[config.mk]
export PLATFORM = sky130hd
export DESIGN_NAME = grng_stream_ctrl
export DESIGN_NICKNAME = d
export VERILOG_FILES = /design/src/rtl/grng_stream_ctrl.sv
export SDC_FILE = /design/constraint.sdc
export NUM_CORES = 1
export LEC_CHECK = 0
export CORE_MARGIN = 2
export CORE_UTILIZATION = 49
export DETAILED_ROUTE_END_ITERATION = 16
export HOLD_SLACK_MARGIN = 0.1
export PLACE_DENSITY = 0.87
export SYNTH_ARGS = -nofsm -noshare
export SYNTH_HDL_FRONTEND = slang
export SYNTH_SLANG_ARGS = --single-unit
[constraint.sdc]
create_clock -name clk -period 3.5 [get_ports clk]
set_input_delay 0.35 -clock clk [delete_from_list [all_inputs] [get_ports clk]]
set_output_delay 0.35 -clock clk [all_outputs]
set_load 0.02 [all_outputs]
[src/rtl/grng_stream_ctrl.sv]
// grng_stream_ctrl: sequencer and FWFT output FIFO for the ICDF Gaussian generator pipeline
//   clk, rst                      clock, synchronous active-high reset
//   start_i, stop_i               stream control (start honoured in IDLE, stop everywhere else)
//   cfg_seed{1,2,3}_i             seeds latched on an accepted start
//   seed_s{1,2,3}_o               held seeds to the generator
//   gen_rst_o, gen_en_o           generator reset / enable
//   gen_data_i                    generator sample
//   out_data_o, out_valid_o,
//   out_ready_i                   FIFO head, valid/ready handshake
//   busy_o, fifo_level_o,
//   sample_cnt_o                  status
module grng_stream_ctrl #(
   parameter int LAT    = 6,
   parameter int DEPTH  = 16,
   parameter int LOW_WM = 4
) (
   input  logic                     clk,
   input  logic                     rst,
   input  logic                     start_i,
   input  logic                     stop_i,
   input  logic [63:0]              cfg_seed1_i,
   input  logic [63:0]              cfg_seed2_i,
   input  logic [63:0]              cfg_seed3_i,
   output logic [63:0]              seed_s1_o,
   output logic [63:0]              seed_s2_o,
   output logic [63:0]              seed_s3_o,
   output logic                     gen_rst_o,
   output logic                     gen_en_o,
   input  logic [15:0]              gen_data_i,
   output logic [15:0]              out_data_o,
   output logic                     out_valid_o,
   input  logic                     out_ready_i,
   output logic                     busy_o,
   output logic [$clog2(DEPTH):0]   fifo_level_o,
   output logic [31:0]              sample_cnt_o
);
   localparam int AW = $clog2(DEPTH);
   localparam int CW = LAT > 1 ? $clog2(LAT) : 1;
   typedef enum logic [2:0] {IDLE, SEED, WARM, RUN, PAUSE} state_t;
   state_t state_q, state_d;
   logic [CW-1:0] warm_q, warm_d;
   logic [AW:0] level_q, level_d;
   logic [AW-1:0] wr_q, rd_q;
   logic [15:0] mem_q [DEPTH];
   logic [63:0] s1_q, s2_q, s3_q;
   logic [31:0] cnt_q, cnt_d;
   logic push, pop, accept;
   always_comb begin
      pop = (level_q != '0) && out_ready_i;
      // a restart from IDLE can reach RUN with a full FIFO; only push when there is room
      push = (state_q == RUN) && ((level_q != (AW+1)'(DEPTH)) || pop);
      level_d = level_q + (AW+1)'(push) - (AW+1)'(pop);
      accept = (state_q == IDLE) && start_i && !stop_i;
      cnt_d = accept ? '0 : cnt_q + 32'(push);
      state_d = state_q;
      warm_d = warm_q;
      unique case (state_q)
         IDLE:  state_d = accept ? SEED : IDLE;
         SEED:  begin
            state_d = WARM;
            warm_d = CW'(LAT - 1);
         end
         WARM:  begin
            state_d = (warm_q == '0) ? RUN : WARM;
            warm_d = warm_q - CW'(1);
         end
         RUN:   state_d = (level_d == (AW+1)'(DEPTH)) ? PAUSE : RUN;
         PAUSE: if (level_q <= (AW+1)'(LOW_WM)) begin
            // generator pipeline was flushed when enable dropped: full re-warm
            state_d = WARM;
            warm_d = CW'(LAT - 1);
         end
         default: state_d = IDLE;
      endcase
      if (stop_i && state_q != IDLE) state_d = IDLE;
   end
   always_ff @(posedge clk) begin
      if (rst) begin
         state_q <= IDLE;
         warm_q <= '0;
         level_q <= '0;
         wr_q <= '0;
         rd_q <= '0;
         s1_q <= '0;
         s2_q <= '0;
         s3_q <= '0;
         cnt_q <= '0;
      end else begin
         state_q <= state_d;
         warm_q <= warm_d;
         level_q <= level_d;
         wr_q <= wr_q + AW'(push);
         rd_q <= rd_q + AW'(pop);
         cnt_q <= cnt_d;
         if (accept) begin
            s1_q <= cfg_seed1_i;
            s2_q <= cfg_seed2_i;
            s3_q <= cfg_seed3_i;
         end
      end
   end
   always_ff @(posedge clk) if (push) mem_q[wr_q] <= gen_data_i;
   assign seed_s1_o = s1_q;
   assign seed_s2_o = s2_q;
   assign seed_s3_o = s3_q;
   assign gen_rst_o = state_q == SEED;
   assign gen_en_o = (state_q == WARM) || (state_q == RUN);
   assign busy_o = state_q != IDLE;
   assign out_valid_o = level_q != '0;
   assign out_data_o = (level_q != '0) ? mem_q[rd_q] : '0;
   assign fifo_level_o = level_q;
   assign sample_cnt_o = cnt_q;
endmodule

**Word-level counts from Yosys, hierarchy flattened**

Memories as Yosys holds them, arrays and structs flattened. A register that Yosys moved wholly into a read port is not among the register bits.
Cells that the tools add are included.

- Add/sub/neg operators: 6
- Multiply operators: 0
- Div/mod/pow operators: 0
- Order comparisons: 1
- Equality and inequality tests: 7
- Shift-type cells: 0
- Mux-type cells: 11
- Bitwise operators: 0
- Reductions and logical operators: 16

Operator list:

| operator | count |
|---|---|
| $add A32 B1 Y32 | 1 |
| $mux W16 | 1 |
| $pmux W3 S5 | 1 |
| $mux W3 | 3 |
| $pmux W3 S3 | 1 |
| $add A4 B1 Y4 | 2 |
| $eq A3 B2 Y1 const B | 2 |
| $logic_not A3 Y1 | 2 |
| $reduce_bool A3 Y1 | 2 |
| $add A5 B1 Y5 | 1 |
| $eq A5 B5 Y1 const B | 1 |
| $le A5 B3 Y1 const B | 1 |
| $logic_and A1 B1 Y1 | 5 |
| $ne A5 B5 Y1 const B | 1 |
| $reduce_bool A5 Y1 | 1 |
| $sub A5 B1 Y5 | 1 |
| $mux W1 | 4 |
| $mux W4 | 1 |
| $reduce_or A2 Y1 | 2 |
| $eq A3 B1 Y1 const B | 1 |
| $eq A3 B3 Y1 const B | 1 |
| $sub A3 B1 Y3 const B | 1 |
| $logic_or A1 B1 Y1 | 2 |
| $ne A2 B2 Y1 const B | 1 |
| 2 further kinds | 2 |

- Bits in registers: 243
- Latch bits: 0
- RAM bits: 256
- Bits in read-only memories: 0
- Input port bits: 213
- Word-level logic and storage cells: 51
- Memories kept: 1

Memories:

| name | depth | width | rd ports | clocked after memory_dff | write ports | RTL line | text |
|---|---|---|---|---|---|---|---|
| mem_q | 16 | 16 | 1 | 1 | 1 | 44 | `logic [15:0] mem_q [DEPTH];` |

**Longest topological paths before layout**

- Depth in word-level cells: 9
- Gate-level depth with buffers: 14
- Depth with buffers taken out: 14

**Worst setup path after synthesis**

Ideal clock, no wire load.

- Path type: register to register
- Start: register level_q[2] (netlist: fifo_level_o[2])
- End: register state_q[2]
- Setup time: 0.086 ns
- Data arrival time: 3.044 ns
- Required time: 3.414 ns
- Setup slack: 0.369 ns
- Cell stages (with the launch flop): 15
- Path through: dfxtp_1 inv_1 ha_1 nand3_1 and2_1 nand2_1 o21ai_0 ha_1 inv_1 fa_1 nand2b_1 a21oi_1 xor2_1 or4_1 a221oi_2

- Cells in the longest elaborated chain, start to end: 9

RTL lines:

| item | RTL line | text |
|---|---|---|
| from (decl) | 42 | `logic [AW:0] level_q, level_d;` |
| from (signal assigned) | 91 | `level_q <= level_d;` |
| $reduce_bool A5 Y1 (*) | n/a |  |
| via out_valid_o | 31 | `output logic out_valid_o,` |
| $logic_and A1 B1 Y1 (*) | 49 | `pop = (level_q != '0) && out_ready_i;` |
| $logic_or A1 B1 Y1 | 51 | `push = (state_q == RUN) && ((level_q != (AW+1)'(DEPTH)) \|\| pop);` |
| $logic_and A1 B1 Y1 | 51 |  |
| $add A5 B1 Y5 | 52 | `level_d = level_q + (AW+1)'(push) - (AW+1)'(pop);` |
| $sub A5 B1 Y5 (*) | 52 |  |
| $eq A5 B5 Y1 (*) | 67 | `RUN: state_d = (level_d == (AW+1)'(DEPTH)) ? PAUSE : RUN;` |
| $mux W3 (*) | 67 |  |
| $pmux W3 S5 (*) | 57 | `unique case (state_q)` |
| to (signal assigned) | 89 | `state_q <= state_d;` |
| to (decl) | 40 | `state_t state_q, state_d;` |

Mark *: on every way through the listed nets, which the timed path passes. The rest lies on a longest branch.
A chain may end at the register's enable or synchronous reset.

==> results_dict.tcl <==
set metrics [dict create \
    status "finished, final reports clean" \
    cts_hold_buf 0 \
    vdd_ir_drop_max_v 0.000534 \
    io_pins 462 \
    htree_levels 2 \
    dr_total_vias 13900 \
    seq_area_frac_synth 0.670 \
    drc 0 \
    utilization 0.681 \
    dieWidth_um 200 \
    first_global_vias 13600 \
    setup_viol 0 \
    synth_edf_count 256 \
    hold_violations 0 \
    worst_pin_slew_ns 0.819 \
    wl_per_cell_um 23.3 \
    syn_nets 1750 \
    slew_violations 0 \
    dr.pass1.iters 7 \
    dp_hpwl_um 41500 \
    drive_gt1_frac 0.0994 \
    synth-main-ff-cell "edfxtp_1" \
    finClkSkew_ns 0.0235 \
    cts_max_path_buffers 3 \
    synth_top_area_share 0.410 \
    start_util 0.498 \
    die-area_um2 39800 \
    cts-buffers-inserted 50 \
    placed_area_um2 24000 \
    yosys_warnings 0 \
    cts_setup_buffers 0 \
    max_freq_ghz 0.298 \
    layout.nets 2201 \
    fin_crit_ns 3.36 \
    gr-usage-all-layers 0.289 \
    syn_avg_cell_area_um2 12.3 \
    timing.final.crit_share 0.959 \
    cp-end-kind "output port" \
    cts-resized-gates 0 \
    cellPowerDensity_nw_per_um2 632 \
    cts_tree "yes" \
    synth_cells 1521 \
    grt_max_degree 123 \
    final_common_cell "clkdlybuf4s50_1" \
    portBuffers 461 \
    leakage_nw 8.62 \
    grt-ovfl-total 0 \
    start_kind "register" \
    yosysTopAreaCell "edfxtp_1" \
    grt_pass1_wl_um 83900 \
    vias_per_cell 5.51 \
    rsz0062_at_grt "no" \
    crit_required_ns 3.15 \
    gp_congestion 0.917 \
    clock_latency_ns 0.59 \
    tns_ns 0 \
    p_total_mw 16.2 \
    die_y_um 200 \
    hold_class "input pin to register" \
    area_growth_syn_to_layout_pct 36.8 \
    layout_common_cells "clkdlybuf4s50_1 (460), nand2_1 (401), edfxtp_1 (256), dfxtp_1 (241), a21oi_1 (195)" \
    synthArstFlopShare 0 \
    antenna_left 0 \
    max-cap-violations 0 \
    worstSetupPathType "register to output port" \
    root_buffer "clkbuf_16" \
    ys_types 46 \
    path_clk_slew_ns 0.06 \
    grt_antenna_before_repair 12 \
    final_cell_area_um2 25700 \
    syn_area_um2 18700 \
    cts_sinks 499 \
    synth.ff_latch_count 499 \
    wirelength_um 59000 \
    path_max_fanout 37 \
    rows 71 \
    ys_top_cells_by_area "edfxtp_1 (41%), dfxtp_1 (26%), nand2_1 (8.0%)" \
    core-area_um2 37700 \
    maxSlewHeadroom 0.454 \
    drtIter0Drc 1203 \
    crit_arrival_ns 3.01 \
]
## cells in the mapped netlist (all sizes together) (8+ instances only)
library cell	n
mux2i	32
nor2	62
xnor2	9
nor2b	8
o22ai	17
clkbuf	53
ha	15
nand3	21
edfxtp	256
a21oi	195
nand4	8
inv	12
buf	44
xor2	29
dfxtp	243
nand2	401
mux4	64
## per-stage QoR
| step | worst slack, ns | hold slack (ns) | std cells |
|---|---|---|---|
| after floorplan | 0.369 | 0.437 | 1521 |
| after global placement | 0.407 | 0.441 | 2431 |
| after detailed placement | 0.380 | 0.445 | 2431 |
| after CTS | 0.0645 | 0.241 | 2523 |
| after global routing | 0.0217 | 0.286 | 2526 |
| final | 0.144 | 0.239 | 2530 |
## critical path, cell delays in order, from the launching register on
cell and delay [ns]:
dfxtp_4 0.47, buf_12 0.32, mux4_2 0.55, mux2i_1 0.35, o22ai_1 0.13, clkdlybuf4s50_1 0.56
## area by class of cell
type | instances | area [um^2]
diodes | 7 | 17.5
inverters | 12 | 45.0
multi-input cells | 913 | 5780
repair buffers | 496 | 4950
flip-flops and latches | 499 | 12600
well taps | 511 | 639
fillers | 2575 | 12000
clock buffers | 62 | 1350
clock inverters | 30 | 309
## routing by layer
metal | up-vias | wire length, um | global-route usage
li1 | 6270 | - | -
met1 | 6742 | 21500 | 0.356
met2 | 735 | 28700 | 0.472
met3 | 176 | 5490 | 0.0738
met4 | 10 | 3360 | 0.149
met5 | - | 67 | 0
## state kept, by name, indices dropped and copies added (netlist names)
name,cells
seed_s1_o,64
seed_s3_o,64
mem_q,256
seed_s2_o,64
sample_cnt_o,32
rd_q,4
state_q,3
fifo_level_o,5
wr_q,4
warm_q,3
## worst paths after layout
check,start,end,slack [ns],cells past startpoint
worst min register to register,seed_s3_o[37],seed_s3_o[37],0.45,2
worst min-delay path,rst,seed_s1_o[0],0.24,2
worst max register to register,state_q[0],state_q[2],0.30,12
worst max-delay path,rd_q[0],out_data_o[12],0.14,5
## report_power, final
part           internal [mW]  switching (mW)  leakage (nW)
Clock                   3.06            2.30         0.798
Combinational           1.85            2.28          3.54
Sequential              6.46           0.262          4.28
Total                   11.4            4.85          8.62
## kinds of logic after synthesis
family,count (synthesis),synth area share
and+or+nand+nor,540,0.121
DFF,499,0.670
AOI/OAI and AO/OA,223,0.0627
buffers and inverters,109,0.0240
muxes,96,0.0940
xor gates and xnor gates,38,0.0178
adders and majority gates,16,0.0111
(Power assumes the default switching activity.)
